## src/rtl/stack_sequencer_if.sv

```systemverilog
// Bundles the decoder handshake, register-file port and stack-memory bus
// seen by stack_sequencer.
//   master : the sequencer side (drives selects, strobes, memory request)
//   slave  : the environment side (decoder, register file, data memory)
// Signal groups:
//   start/op/reg_sel            decoder request
//   rf_src_sel/rf_dst_sel/rf_in/rf_in_en/rf_sp_inc/rf_sp_dec  rf control
//   rf_src/rf_dst               rf read ports
//   mem_req/mem_we/mem_addr/mem_wdata/mem_rdata/mem_ack       memory bus
//   busy/done/fault             status
interface stack_sequencer_if;
   logic        start;
   logic [1:0]  op;
   logic [3:0]  reg_sel;
   logic [3:0]  rf_src_sel;
   logic [3:0]  rf_dst_sel;
   logic [15:0] rf_in;
   logic        rf_in_en;
   logic        rf_sp_inc;
   logic        rf_sp_dec;
   logic [15:0] rf_src;
   logic [15:0] rf_dst;
   logic        mem_req;
   logic        mem_we;
   logic [15:0] mem_addr;
   logic [15:0] mem_wdata;
   logic [15:0] mem_rdata;
   logic        mem_ack;
   logic        busy;
   logic        done;
   logic        fault;

   modport master (
      input  start, op, reg_sel, rf_src, rf_dst, mem_rdata, mem_ack,
      output rf_src_sel, rf_dst_sel, rf_in, rf_in_en, rf_sp_inc, rf_sp_dec,
             mem_req, mem_we, mem_addr, mem_wdata, busy, done, fault
   );

   modport slave (
      output start, op, reg_sel, rf_src, rf_dst, mem_rdata, mem_ack,
      input  rf_src_sel, rf_dst_sel, rf_in, rf_in_en, rf_sp_inc, rf_sp_dec,
             mem_req, mem_we, mem_addr, mem_wdata, busy, done, fault
   );
endinterface

```

## src/rtl/stack_sequencer.sv

```systemverilog
// Multi-cycle micro-sequencer for PUSH / POP / CALL / RET.
// Drives the 16x16 register file (selects, write strobe, SP inc/dec) and
// performs the single stack-memory access over a req/ack bus.
// Ports:
//   clk  - clock, rising edge
//   rst  - asynchronous active-low reset
//   bus  - stack_sequencer_if.master (decoder, register file, memory, status)
// Register conventions: r1 = PC, r2 = SP, r3 = BA (call target).
module stack_sequencer #(
   parameter logic [15:0] STACK_BASE  = 16'h0100,
   parameter logic [15:0] STACK_LIMIT = 16'h00C0
) (
   input logic clk,
   input logic rst,
   stack_sequencer_if.master bus
);

   typedef enum logic [1:0] {
      OP_PUSH = 2'b00,
      OP_POP  = 2'b01,
      OP_CALL = 2'b10,
      OP_RET  = 2'b11
   } op_e;

   typedef enum logic [2:0] {
      S_IDLE, S_FETCH, S_MEM, S_WB, S_DONE, S_FAULT
   } state_e;

   localparam logic [3:0] R_PC = 4'd1;
   localparam logic [3:0] R_SP = 4'd2;
   localparam logic [3:0] R_BA = 4'd3;

   state_e      state;
   op_e         op_q;
   logic [3:0]  reg_q;
   logic [15:0] addr_q;
   logic [15:0] data_q;
   logic [15:0] rdata_q;
   logic        mem_req_q;
   logic        mem_we_q;
   logic        busy_q;
   logic        done_q;
   logic        fault_q;

   // PUSH and CALL write the stack (SP pre-decrement); POP and RET read it.
   logic is_wr;
   assign is_wr = (op_q == OP_PUSH) || (op_q == OP_CALL);

   // Control FSM. Memory outputs and status are all registered here.
   always_ff @(posedge clk or negedge rst) begin
      if (!rst) begin
         state     <= S_IDLE;
         op_q      <= OP_PUSH;
         reg_q     <= 4'd0;
         addr_q    <= 16'd0;
         data_q    <= 16'd0;
         rdata_q   <= 16'd0;
         mem_req_q <= 1'b0;
         mem_we_q  <= 1'b0;
         busy_q    <= 1'b0;
         done_q    <= 1'b0;
         fault_q   <= 1'b0;
      end else begin
         done_q  <= 1'b0;
         fault_q <= 1'b0;
         case (state)
            S_IDLE: begin
               if (bus.start) begin
                  op_q   <= op_e'(bus.op);
                  reg_q  <= bus.reg_sel;
                  busy_q <= 1'b1;
                  state  <= S_FETCH;
               end
            end
            S_FETCH: begin
               if (is_wr) begin
                  if (bus.rf_dst == STACK_LIMIT) begin
                     fault_q <= 1'b1;
                     state   <= S_FAULT;
                  end else begin
                     // rf_src is sampled before the SP decrement lands, so
                     // PUSH r2 stores the old SP.
                     data_q    <= bus.rf_src;
                     addr_q    <= bus.rf_dst - 16'd1;
                     mem_we_q  <= 1'b1;
                     mem_req_q <= 1'b1;
                     state     <= S_MEM;
                  end
               end else begin
                  if (bus.rf_dst == STACK_BASE) begin
                     fault_q <= 1'b1;
                     state   <= S_FAULT;
                  end else begin
                     addr_q    <= bus.rf_dst;
                     mem_we_q  <= 1'b0;
                     mem_req_q <= 1'b1;
                     state     <= S_MEM;
                  end
               end
            end
            S_MEM: begin
               // No timeout: the bus owns completion.
               if (bus.mem_ack) begin
                  mem_req_q <= 1'b0;
                  mem_we_q  <= 1'b0;
                  if (!mem_we_q) rdata_q <= bus.mem_rdata;
                  if (op_q == OP_PUSH) begin
                     done_q <= 1'b1;
                     state  <= S_DONE;
                  end else begin
                     state  <= S_WB;
                  end
               end
            end
            S_WB: begin
               done_q <= 1'b1;
               state  <= S_DONE;
            end
            S_DONE, S_FAULT: begin
               busy_q <= 1'b0;
               state  <= S_IDLE;
            end
            default: state <= S_IDLE;
         endcase
      end
   end

   // Register-file control decodes from state and latched op. The SP
   // strobes also depend on the live SP read so that a faulting op leaves
   // SP untouched.
   always_comb begin
      bus.rf_src_sel = 4'd0;
      bus.rf_dst_sel = 4'd0;
      bus.rf_in      = 16'd0;
      bus.rf_in_en   = 1'b0;
      bus.rf_sp_inc  = 1'b0;
      bus.rf_sp_dec  = 1'b0;
      case (state)
         S_FETCH: begin
            bus.rf_dst_sel = R_SP;
            if (is_wr) begin
               bus.rf_src_sel = (op_q == OP_PUSH) ? reg_q : R_PC;
               bus.rf_sp_dec  = (bus.rf_dst != STACK_LIMIT);
            end else begin
               bus.rf_sp_inc  = (bus.rf_dst != STACK_BASE);
            end
         end
         S_WB: begin
            case (op_q)
               OP_POP: begin
                  bus.rf_dst_sel = reg_q;
                  bus.rf_in      = rdata_q;
                  bus.rf_in_en   = 1'b1;
               end
               OP_RET: begin
                  bus.rf_dst_sel = R_PC;
                  bus.rf_in      = rdata_q;
                  bus.rf_in_en   = 1'b1;
               end
               OP_CALL: begin
                  bus.rf_src_sel = R_BA;
                  bus.rf_dst_sel = R_PC;
                  bus.rf_in      = bus.rf_src;
                  bus.rf_in_en   = 1'b1;
               end
               default: ;
            endcase
         end
         default: ;
      endcase
   end

   assign bus.mem_req   = mem_req_q;
   assign bus.mem_we    = mem_we_q;
   assign bus.mem_addr  = addr_q;
   assign bus.mem_wdata = data_q;
   assign bus.busy      = busy_q;
   assign bus.done      = done_q;
   assign bus.fault     = fault_q;

endmodule
```

## src/flat_wrapper.sv

```systemverilog
// flat-port wrapper written by rule: the top's interface ports become plain ports
module stack_sequencer_flat 
#(
   parameter logic [15:0] STACK_BASE  = 16'h0100,
   parameter logic [15:0] STACK_LIMIT = 16'h00C0
)
  (clk, rst, bus_start, bus_op, bus_reg_sel, bus_rf_src, bus_rf_dst, bus_mem_rdata, bus_mem_ack, bus_rf_src_sel, bus_rf_dst_sel, bus_rf_in, bus_rf_in_en, bus_rf_sp_inc, bus_rf_sp_dec, bus_mem_req, bus_mem_we, bus_mem_addr, bus_mem_wdata, bus_busy, bus_done, bus_fault);
  stack_sequencer_if bus_i ();
  input logic clk;
  input logic rst;
  input wire logic [$bits(bus_i.start)-1:0] bus_start;
  input wire logic [$bits(bus_i.op)-1:0] bus_op;
  input wire logic [$bits(bus_i.reg_sel)-1:0] bus_reg_sel;
  input wire logic [$bits(bus_i.rf_src)-1:0] bus_rf_src;
  input wire logic [$bits(bus_i.rf_dst)-1:0] bus_rf_dst;
  input wire logic [$bits(bus_i.mem_rdata)-1:0] bus_mem_rdata;
  input wire logic [$bits(bus_i.mem_ack)-1:0] bus_mem_ack;
  output wire logic [$bits(bus_i.rf_src_sel)-1:0] bus_rf_src_sel;
  output wire logic [$bits(bus_i.rf_dst_sel)-1:0] bus_rf_dst_sel;
  output wire logic [$bits(bus_i.rf_in)-1:0] bus_rf_in;
  output wire logic [$bits(bus_i.rf_in_en)-1:0] bus_rf_in_en;
  output wire logic [$bits(bus_i.rf_sp_inc)-1:0] bus_rf_sp_inc;
  output wire logic [$bits(bus_i.rf_sp_dec)-1:0] bus_rf_sp_dec;
  output wire logic [$bits(bus_i.mem_req)-1:0] bus_mem_req;
  output wire logic [$bits(bus_i.mem_we)-1:0] bus_mem_we;
  output wire logic [$bits(bus_i.mem_addr)-1:0] bus_mem_addr;
  output wire logic [$bits(bus_i.mem_wdata)-1:0] bus_mem_wdata;
  output wire logic [$bits(bus_i.busy)-1:0] bus_busy;
  output wire logic [$bits(bus_i.done)-1:0] bus_done;
  output wire logic [$bits(bus_i.fault)-1:0] bus_fault;
  assign bus_i.start = bus_start;
  assign bus_i.op = bus_op;
  assign bus_i.reg_sel = bus_reg_sel;
  assign bus_i.rf_src = bus_rf_src;
  assign bus_i.rf_dst = bus_rf_dst;
  assign bus_i.mem_rdata = bus_mem_rdata;
  assign bus_i.mem_ack = bus_mem_ack;
  assign bus_rf_src_sel = bus_i.rf_src_sel;
  assign bus_rf_dst_sel = bus_i.rf_dst_sel;
  assign bus_rf_in = bus_i.rf_in;
  assign bus_rf_in_en = bus_i.rf_in_en;
  assign bus_rf_sp_inc = bus_i.rf_sp_inc;
  assign bus_rf_sp_dec = bus_i.rf_sp_dec;
  assign bus_mem_req = bus_i.mem_req;
  assign bus_mem_we = bus_i.mem_we;
  assign bus_mem_addr = bus_i.mem_addr;
  assign bus_mem_wdata = bus_i.mem_wdata;
  assign bus_busy = bus_i.busy;
  assign bus_done = bus_i.done;
  assign bus_fault = bus_i.fault;
  stack_sequencer #(.STACK_BASE(STACK_BASE), .STACK_LIMIT(STACK_LIMIT)) u_core (.clk(clk), .rst(rst), .bus(bus_i));
endmodule
```

## config.mk

```make
export PLATFORM = sky130hd
export DESIGN_NAME = stack_sequencer_flat
export DESIGN_NICKNAME = d
export VERILOG_FILES = /design/src/rtl/stack_sequencer_if.sv /design/src/rtl/stack_sequencer.sv /design/src/flat_wrapper.sv
export SDC_FILE = /design/constraint.sdc
export NUM_CORES = 1
export LEC_CHECK = 0
export CAP_MARGIN = 20
export CELL_PAD_IN_SITES_DETAIL_PLACEMENT = 1
export CELL_PAD_IN_SITES_GLOBAL_PLACEMENT = 1
export CORE_MARGIN = 8
export CORE_UTILIZATION = 36
export CTS_CLUSTER_DIAMETER = 200
export CTS_CLUSTER_SIZE = 30
export DETAILED_ROUTE_END_ITERATION = 8
export GPL_TIMING_DRIVEN = 0
export PLACE_DENSITY = 0.95
export SETUP_SLACK_MARGIN = 0.5
export SYNTH_ARGS = -nofsm -noshare
export SYNTH_HDL_FRONTEND = slang
export SYNTH_SLANG_ARGS = --single-unit
```

## constraint.sdc

```tcl
create_clock -name clk -period 3.2 [get_ports clk]
set_input_delay 0.48 -clock clk [delete_from_list [all_inputs] [get_ports clk]]
set_output_delay 0.48 -clock clk [all_outputs]
set_load 0.05 [all_outputs]
```

Word level (Yosys, flattened, before mapping)
Index checks and enable logic that the tools add are counted.
{"block": "word_totals", "register_bits": 62, "elab_cells": 89}
{"block": "classes", "n_mux": 41, "n_reduce_logical": 16, "n_eq_ne": 18, "bitwise_logic": 2, "add_sub_neg": 1}
{"cell": "$mux W16", "count": 4}
{"cell": "$pmux W16 S2", "count": 1}
{"cell": "$pmux W4 S2", "count": 3}
{"cell": "$mux W1", "count": 19}
{"cell": "$mux W3", "count": 6}
{"cell": "$eq A16 B8 Y1 const B", "count": 1}
{"cell": "$eq A16 B9 Y1 const B", "count": 1}
{"cell": "$ne A16 B8 Y1 const B", "count": 1}
{"cell": "$ne A16 B9 Y1 const B", "count": 1}
{"cell": "$sub A16 B1 Y16 const B", "count": 1}
{"cell": "$pmux W3 S4", "count": 1}
{"cell": "$reduce_and A3 Y1", "count": 3}
{"cell": "$mux W4", "count": 2}
{"cell": "$pmux W1 S2", "count": 4}
{"cell": "$eq A3 B2 Y1 const B", "count": 2}
{"cell": "$eq A3 B3 Y1 const B", "count": 2}
{"cell": "$ne A2 B2 Y1 const B", "count": 3}
{"cell": "$reduce_and A2 Y1", "count": 3}
{"cell": "$reduce_or A2 Y1", "count": 3}
{"cell": "$eq A2 B2 Y1 const B", "count": 2}
{"cell": "$reduce_and A4 Y1", "count": 1}
{"cell": "$reduce_bool A2 Y1", "count": 2}
{"cell": "$eq A3 B1 Y1 const B", "count": 1}
{"cell": "$logic_not A3 Y1", "count": 1}
{"cell": "9 further kinds", "count": 10}

Depth between registers and ports, before layout
Gate-level depths: netlist (run 1).
{"block": "logic_depth", "depth_word": 4, "depth_mapped": 8, "ltp_nobuf": 7}

Worst setup path before layout (run 1)
Ideal clock, no wire load.
{"block": "synth_timing", "path_kind": "reg2out", "from": "register u_core.op_q[0]", "to": "output port bus_rf_dst_sel[0]", "required_ns": 2.720, "arrival_ns": 2.534, "stages_incl_launch_ff": 5, "path_slack_ns": 0.186, "cell_sequence": "dfrtp_1 > clkbuf_1 > nor2_1 > nor3_1 > o21a_1"}
{"block": "synth_between", "elab_chain_cells": 4}
{"item": "from (decl)", "line": "stack_sequencer.sv:34", "source": "op_e op_q;"}
{"item": "from (signal assigned)", "line": "stack_sequencer.sv:69", "source": "op_q <= op_e'(bus.op);"}
{"item": "$eq A2 B2 Y1", "line": "stack_sequencer.sv:149", "source": "case (op_q)"}
{"item": "$reduce_or A2 Y1 (no source line)"}
{"item": "$pmux W4 S2 *", "line": "stack_sequencer.sv:149"}
{"item": "$pmux W4 S2 *", "line": "stack_sequencer.sv:138", "source": "case (state)"}
{"item": "to (decl)", "line": "flat_wrapper.sv:19", "source": "output wire logic [$bits(bus_i.rf_dst_sel)-1:0] bus_rf_dst_sel;"}
Every way passes the cells marked *; elsewhere a longest branch is shown, timed or not.

Worst setup path in the final report (run 1)
{"block": "layout_timing", "from": "input port bus_rf_dst[0]", "to": "output port bus_rf_sp_dec"}
{"block": "layout_between", "elab_chain_cells": 3}
{"item": "from (decl)", "line": "flat_wrapper.sv:15", "source": "input wire logic [$bits(bus_i.rf_dst)-1:0] bus_rf_dst;"}
{"item": "$ne A16 B8 Y1", "line": "stack_sequencer.sv:143", "source": "bus.rf_sp_dec = (bus.rf_dst != STACK_LIMIT);"}
{"item": "$mux W1", "line": "stack_sequencer.sv:141", "source": "if (is_wr) begin"}
{"item": "$mux W1", "line": "stack_sequencer.sv:138"}
{"item": "to (decl)", "line": "flat_wrapper.sv:23", "source": "output wire logic [$bits(bus_i.rf_sp_dec)-1:0] bus_rf_sp_dec;"}
No other way between the ends.

==> results of run 1 <==
## cell families (layout without fill, tap and decap cells)
family / after synthesis / count (layout) / synth area share
and+or+nand+nor: 89 / 89 / 0.172
DFF: 62 / 62 / 0.492
AOI/OAI and AO/OA: 51 / 51 / 0.107
muxes: 37 / 37 / 0.143
buffers and inverters: 22 / 170 / 0.0369
xor gates and xnor gates: 15 / 15 / 0.0416
adders and majority gates: 2 / 2 / 0.00793
## final cells by class
type                            count  area [sq um]  share of cell area
Clock buffer                       10           128              0.0268
Multi-Input combinational cell    194          1520               0.319
Buffer                             15          95.1              0.0200
Tap cell                          108           135              0.0284
Clock inverter                      6          62.6              0.0132
Inverter                            7          30.0             0.00632
Sequential cell                    62          1550               0.326
Timing Repair Buffer              132          1230               0.260
## routing by layer
| metal | track usage | vias up | wire length [um] |
|---|---|---|---|
| met3 | 0.0393 | 14 | 722 |
| met5 | 0 | - | 0 |
| li1 | - | 1271 | - |
| met1 | 0.218 | 1422 | 4450 |
| met2 | 0.343 | 96 | 5770 |
| met4 | 0.0540 | 0 | 140 |
## registers in the layout, indices dropped and copies added, names as in the netlist
name,cells
u_core.rdata_q,16
u_core.bus.fault,1
u_core.bus.busy,1
u_core.bus.mem_addr,16
u_core.bus.done,1
u_core.bus.mem_req,1
u_core.bus.mem_wdata,16
u_core.op_q,2
u_core.reg_q,4
u_core.bus.mem_we,1
u_core.state,3
## cell usage after synthesis, types with 2 or more instances
| master | number | share of area |
|---|---|---|
| nand4_1 | 2 | 0.0040 |
| mux2_2 | 28 | 0.10 |
| and3_1 | 4 | 0.0079 |
| o21ai_0 | 19 | 0.030 |
| nor4_4 | 2 | 0.013 |
| xor2_1 | 5 | 0.014 |
| dfrtp_1 | 62 | 0.49 |
| nand2_1 | 34 | 0.040 |
| a21o_1 | 2 | 0.0048 |
| nor2_1 | 15 | 0.018 |
| a22o_1 | 16 | 0.044 |
| nor4_1 | 5 | 0.0099 |
| buf_4 | 2 | 0.0048 |
| mux2_4 | 9 | 0.043 |
| nor3_2 | 3 | 0.0095 |
| clkbuf_1 | 4 | 0.0048 |
| xnor2_1 | 10 | 0.028 |
| buf_2 | 7 | 0.011 |
| inv_1 | 6 | 0.0071 |
| nor3_1 | 7 | 0.011 |
| ha_1 | 2 | 0.0079 |
| a21oi_1 | 8 | 0.013 |
| nand3_1 | 4 | 0.0063 |
| and3b_1 | 2 | 0.0056 |
## critical path, delay by kind of cell
family,cells,cell delay [ns]
buffers and inverters,5,0.69
adders and majority gates,1,0.15
and+or+nand+nor,4,0.79
## power by group through the flow
| stage | clock (uW) | sequential [uW] | combinational [uW] |
|---|---|---|---|
| final | 680 | 1410 | 2930 |
| after global routing | 733 | 1460 | 3100 |
| after CTS | 697 | 1410 | 2920 |
| after detailed placement | 0 | 1420 | 2900 |
| after global placement | 0 | 1380 | 2810 |
| after floorplan | 0 | 2130 | 1180 |
## stage by stage
| stage | hold WS (ns) | setup TNS [ns] | total power (uW) |
|---|---|---|---|
| final | 0.243 | 0 | 5030 |
| after global routing | 0.299 | 0 | 5290 |
| after CTS | 0.257 | 0 | 5030 |
| after detailed placement | 0.483 | -0.625 | 4330 |
| after global placement | 0.469 | -25.98 | 4190 |
| after floorplan | 0.184 | 0 | 3310 |
## worst max-delay path by stage
stage / end / cells past startpoint
after floorplan: bus_rf_dst_sel[0] / 4
after global placement: u_core.bus.fault / 1
after detailed placement: bus_rf_sp_dec / 10
after CTS: bus_rf_dst_sel[3] / 7
after global routing: bus_rf_dst_sel[3] / 7
final: bus_rf_sp_dec / 10
## repair_timing
action,4_1_cts,5_1_grt
setup endpoints to repair,27,23
pin swaps,5,4
resized for setup,102,26
hold endpoints to repair,0,0
buffers inserted,6,6
==> flow_summary.yaml, run 1 <==
grt:
  grtUsageTotal: 0.189
  grt_pass1_wl_mm: 17.5
  antenna_found_initial: 0
  gr-total-overflow: 0
  grt_max_degree: 63
  grt_pass1_vias: 3176
timing:
  max_freq_mhz: 384
  period_minus_slack_ns: 2.60
  skew_ns: 0.00835
  post-route-period-util: 0.814
  slew_violations: 0
  postLayoutSetupSlackWorst_ns: 0.595
  rsz0062_at_grt: "true"
  finalHoldViolations: 0
  slew-limit-headroom: 0.450
  tightest_slew_ns: 0.826
  setup_viol: 0
setup_path:
  r2r-end: "u_core.rdata_q[12]"
  critPathMaxFanout: 5
  r2r_cells: 5
  reg2reg_slack_ns: 1.16
  max_stage_delay_ns: 0.29
  arrival_ns: 2.12
  r2r-start: "u_core.state[1]"
  cp.required_ns: 2.72
  end_kind: "output pin"
  critPathLaunch: "bus_rf_dst[0]"
  crit_slowest_cell: "dlygate4sd2_1"
  critPathKind: "in2out"
  path_cells: "dlygate4sd2_1 -> inv_2 -> ha_1 -> nor4b_4 -> and3_4 -> nand4_4 -> nand3_4 -> buf_12 -> inv_1 -> buf_4"
  start_kind: "input port"
clock_tree:
  clk_pin_slew_ns: 0.07
  cts_sinks: 62
  max-clock-path-buffers: 2
  cts_max_level: 3
  tritoncts: "built"
  cts-buffers-inserted: 9
  worstSkewPairLatency_ns: 0.33
  clock_tree.root_cell: "clkbuf_8"
  postCtsHoldBufs: 0
layout:
  final_nets: 481
  n_antenna_cell: 0
  layout_common_cells: "clkdlybuf4s50_1, dfrtp_1, nand2_1"
  layout-drive-gt1-share: 0.284
  fin_util: 0.553
  instances_no_fill: 534
  syn2layout_area_growth_pct: 50.7
  fillers: 934
  design_area_sq_um: 4750
  final_common_cell: "clkdlybuf4s50_1"
power_and_ir_drop:
  p_clk_frac: 0.135
  seq_power_share: 0.281
  switching_power_uw: 2420
  combPwrFrac: 0.584
  sw_frac_of_total: 0.481
  ir_worst_vdd_v: 0.000466
  p_per_area_nw_per_um2: 1060
  p_int_uw: 2610
  total_leakage_power_uw: 0.00207
synthesis:
  synthCells: 278
  syn_area_per_cell_sq_um: 11.3
  yosys_most_used_dff: "dfrtp_1"
  ys_seq_area_frac: 0.492
  synth.distinct_cells: 44
  yosysWarnings: 0
  synthArstFlopShare: 1.00
  syn_nets: 338
  synth-edff-count: 0
  netlist_area_sq_um: 3150
  yosys_register_bits: 62
detailed_routing:
  drc: 0
  dr.first_iter.drc_count: 108
  drt-pass1-iter-count: 4
  ant_nets: 0
  wl_per_cell_um: 20.7
  viasPerCell: 5.25
  num_vias: 2803
  wirelength_mm: 11.1
worst_hold_path:
  hp-class: "in2async"
placement:
  post_dp_cell_area_sq_um: 4500
  pre_cts_ws_ns: -0.319
  dp_hpwl_mm: 8.30
  io_buffers: 120
  gp_congestion: 0.831
  post-place-cells: 506
job:
  max_cap_violations: 0
floorplan:
  die_w_um: 110
  fp-row-count: 34
  dieArea_sq_um: 12000
  fp.coreArea_sq_um: 8590
  initial_utilization: 0.367
  io_pins: 122
  chipHeight_um: 110
outcome:
  outcome: "complete, no violations"
No activity file was read; power rests on OpenSTA's default activity.
==> run 2, diff against run 1 <==
--- a/config.mk
+++ b/config.mk
@@ -9,12 +9,12 @@
 export CELL_PAD_IN_SITES_DETAIL_PLACEMENT = 1
 export CELL_PAD_IN_SITES_GLOBAL_PLACEMENT = 1
 export CORE_MARGIN = 8
-export CORE_UTILIZATION = 36
+export CORE_UTILIZATION = 33
 export CTS_CLUSTER_DIAMETER = 200
 export CTS_CLUSTER_SIZE = 30
 export DETAILED_ROUTE_END_ITERATION = 8
 export GPL_TIMING_DRIVEN = 0
-export PLACE_DENSITY = 0.95
+export PLACE_DENSITY = 0.89
 export SETUP_SLACK_MARGIN = 0.5
 export SYNTH_ARGS = -nofsm -noshare
 export SYNTH_HDL_FRONTEND = slang
==> constraint.sdc (replaced) <==
create_clock -name clk -period 2.42 [get_ports clk]
set_input_delay 0.363 -clock clk [delete_from_list [all_inputs] [get_ports clk]]
set_output_delay 0.363 -clock clk [all_outputs]
set_load 0.05 [all_outputs]
==> run 2 against run 1 <==
Compared with the run above:
- non-clock buffer count is 31 higher
- utilization grew 6.4 points
- power increased by 53%
- sequential power is 36% higher
- register-to-register slack got worse by 0.66 ns
- largest cell class is now non-clock buffers
- highest routed layer unchanged
==> flow_summary.yaml, run 2 (synthesis gave the netlist of run 1 again) <==
layout:
  layout_common_cells: "dfrtp_1, clkdlybuf4s50_1, buf_4"
  final_nets: 512
  final_common_cell: "dfrtp_1"
  syn2layout_area_growth_pct: 80.9
  layout-drive-gt1-share: 0.451
  fin_util: 0.618
setup_path:
  arrival_ns: 2.03
  start_kind: "flip-flop"
  reg2reg_slack_ns: 0.50
  critPathKind: "reg2out"
  r2r-end: "u_core.bus.mem_addr[14]"
  r2r-start: "u_core.state[2]"
  critPathMaxFanout: 10
  critPathLaunch: "u_core.state[1]"
  r2r_cells: 10
  end_kind: "output pin"
  cp.required_ns: 2.06
timing:
  slew-limit-headroom: 0.458
  max_freq_mhz: 418
  finalHoldViolations: 0
  slew_violations: 0
  setup_viol: 0
  postLayoutSetupSlackWorst_ns: 0.0267
  rsz0062_at_grt: "true"
  tns_ns: 0
  skew_ns: 0.0127
  period_minus_slack_ns: 2.39
  tightest_slew_ns: 0.813
  post-route-period-util: 0.989
detailed_routing:
  num_vias: 3056
  ant_nets: 0
  dr.first_iter.drc_count: 142
  drc: 0
  drt-pass1-iter-count: 4
  wl_per_cell_um: 25.0
  wirelength_mm: 14.7
  viasPerCell: 5.21
floorplan:
  dieArea_sq_um: 12900
  die_w_um: 114
  fp.coreArea_sq_um: 9240
  io_pins: 122
  fp-row-count: 35
  initial_utilization: 0.341
  chipHeight_um: 114
clock_tree:
  max-clock-path-buffers: 2
  clock_tree.root_cell: "clkbuf_8"
  worstSkewPairLatency_ns: 0.36
  tritoncts: "built"
  cts-buffers-inserted: 9
  cts_max_level: 3
  clk_pin_slew_ns: 0.08
  cts_sinks: 62
grt:
  antenna_found_initial: 1
  grt_max_degree: 63
  gr-total-overflow: 0
  grt_pass1_wl_mm: 21.2
  grt_pass1_vias: 3536
  grtUsageTotal: 0.215
job:
  max_cap_violations: 0
power_and_ir_drop:
  p_total_uw: 7700
  ir_worst_vdd_v: 0.000733
  p_per_area_nw_per_um2: 1350
  total_leakage_power_uw: 0.00271
placement:
  dp_hpwl_mm: 8.21
  pre_cts_ws_ns: -0.903
  gp_congestion: 0.758
  io_buffers: 120
outcome:
  outcome: "complete, no violations"
worst_hold_path:
  hp-class: "in2async"
[run 2: cell type report]
class	instances	area (sq um)
timing repair buffer	163	1730
buffer	15	140
inverter	7	60.1
multi-input combinational	194	1830
clock inverter	6	92.6
clock buffer	10	138
tap	129	161
sequential	62	1550
antenna	1	2.50
fill	934	3530
[run 2: worst max-delay path: stages (launching register included)]
cell and delay (ns):
dfrtp_1 0.33, buf_4 0.25, nand2_1 0.23, nor3_4 0.26
buf_4 0.27, a22o_4 0.14, buf_4 0.19
[run 2: worst max-delay path by stage]
| stage | end | slack [ns] | cells after the start |
|---|---|---|---|
| 6_report | bus_rf_in[6] | 0.03 | 6 |
| 5_1_grt | bus_rf_in[6] | -0.007 | 6 |
| 4_1_cts | bus_rf_dst_sel[2] | 0.11 | 7 |
| 3_5_place_dp | bus_rf_sp_dec | -0.90 | 10 |
| 3_3_place_gp | u_core.bus.mem_addr[1] | -1.05 | 1 |
| 2_1_floorplan | bus_rf_dst_sel[0] | 0.16 | 4 |
[run 2: what timing repair did]
action | 4_1_cts | 5_1_grt
pin swaps | 26 | 14
endpoints found under the setup margin | 76 | 94
endpoints found under the hold margin | 0 | 0
gates resized for setup | 268 | 98
setup buffers | 33 | 9
cloned | 1 | 0
hold buffers | 0 | 0
[run 2: power by group]
| group | total [uW] | leakage [uW] | internal (uW) | switching, uW |
|---|---|---|---|---|
| Combinational | 4670 | 0.00185 | 1840 | 2830 |
| Clock | 1110 | 0.000109 | 614 | 500 |
| Sequential | 1920 | 0.000751 | 1550 | 372 |
[run 2: layer usage]
metal,wire length (um),GRT usage,part of all wire,up-vias
li1,-,-,-,1342
met1,5570,0.231,0.38,1556
met2,7750,0.381,0.53,112
met3,630,0.0460,0.043,46
met4,751,0.124,0.051,0
met5,0,0,0,-
[run 2: through the flow]
step                cells  instance area (sq um)  hold slack [ns]
finish                587                   5710           0.0889
global route          587                   5710            0.143
CTS                   577                   5380            0.124
detailed placement    527                   4690            0.476
global placement      527                   4690            0.463
floorplan             278                   3330           0.0674
==> run 3, diff against run 2 <==
--- a/config.mk
+++ b/config.mk
@@ -5,6 +5,7 @@
 export SDC_FILE = /design/constraint.sdc
 export NUM_CORES = 1
 export LEC_CHECK = 0
+export ABC_CLOCK_PERIOD_IN_PS = 2420
 export CAP_MARGIN = 20
 export CELL_PAD_IN_SITES_DETAIL_PLACEMENT = 1
 export CELL_PAD_IN_SITES_GLOBAL_PLACEMENT = 1
==> results of run 3 <==
No change in the layout: final DEF, timing and power equal those of run 2.
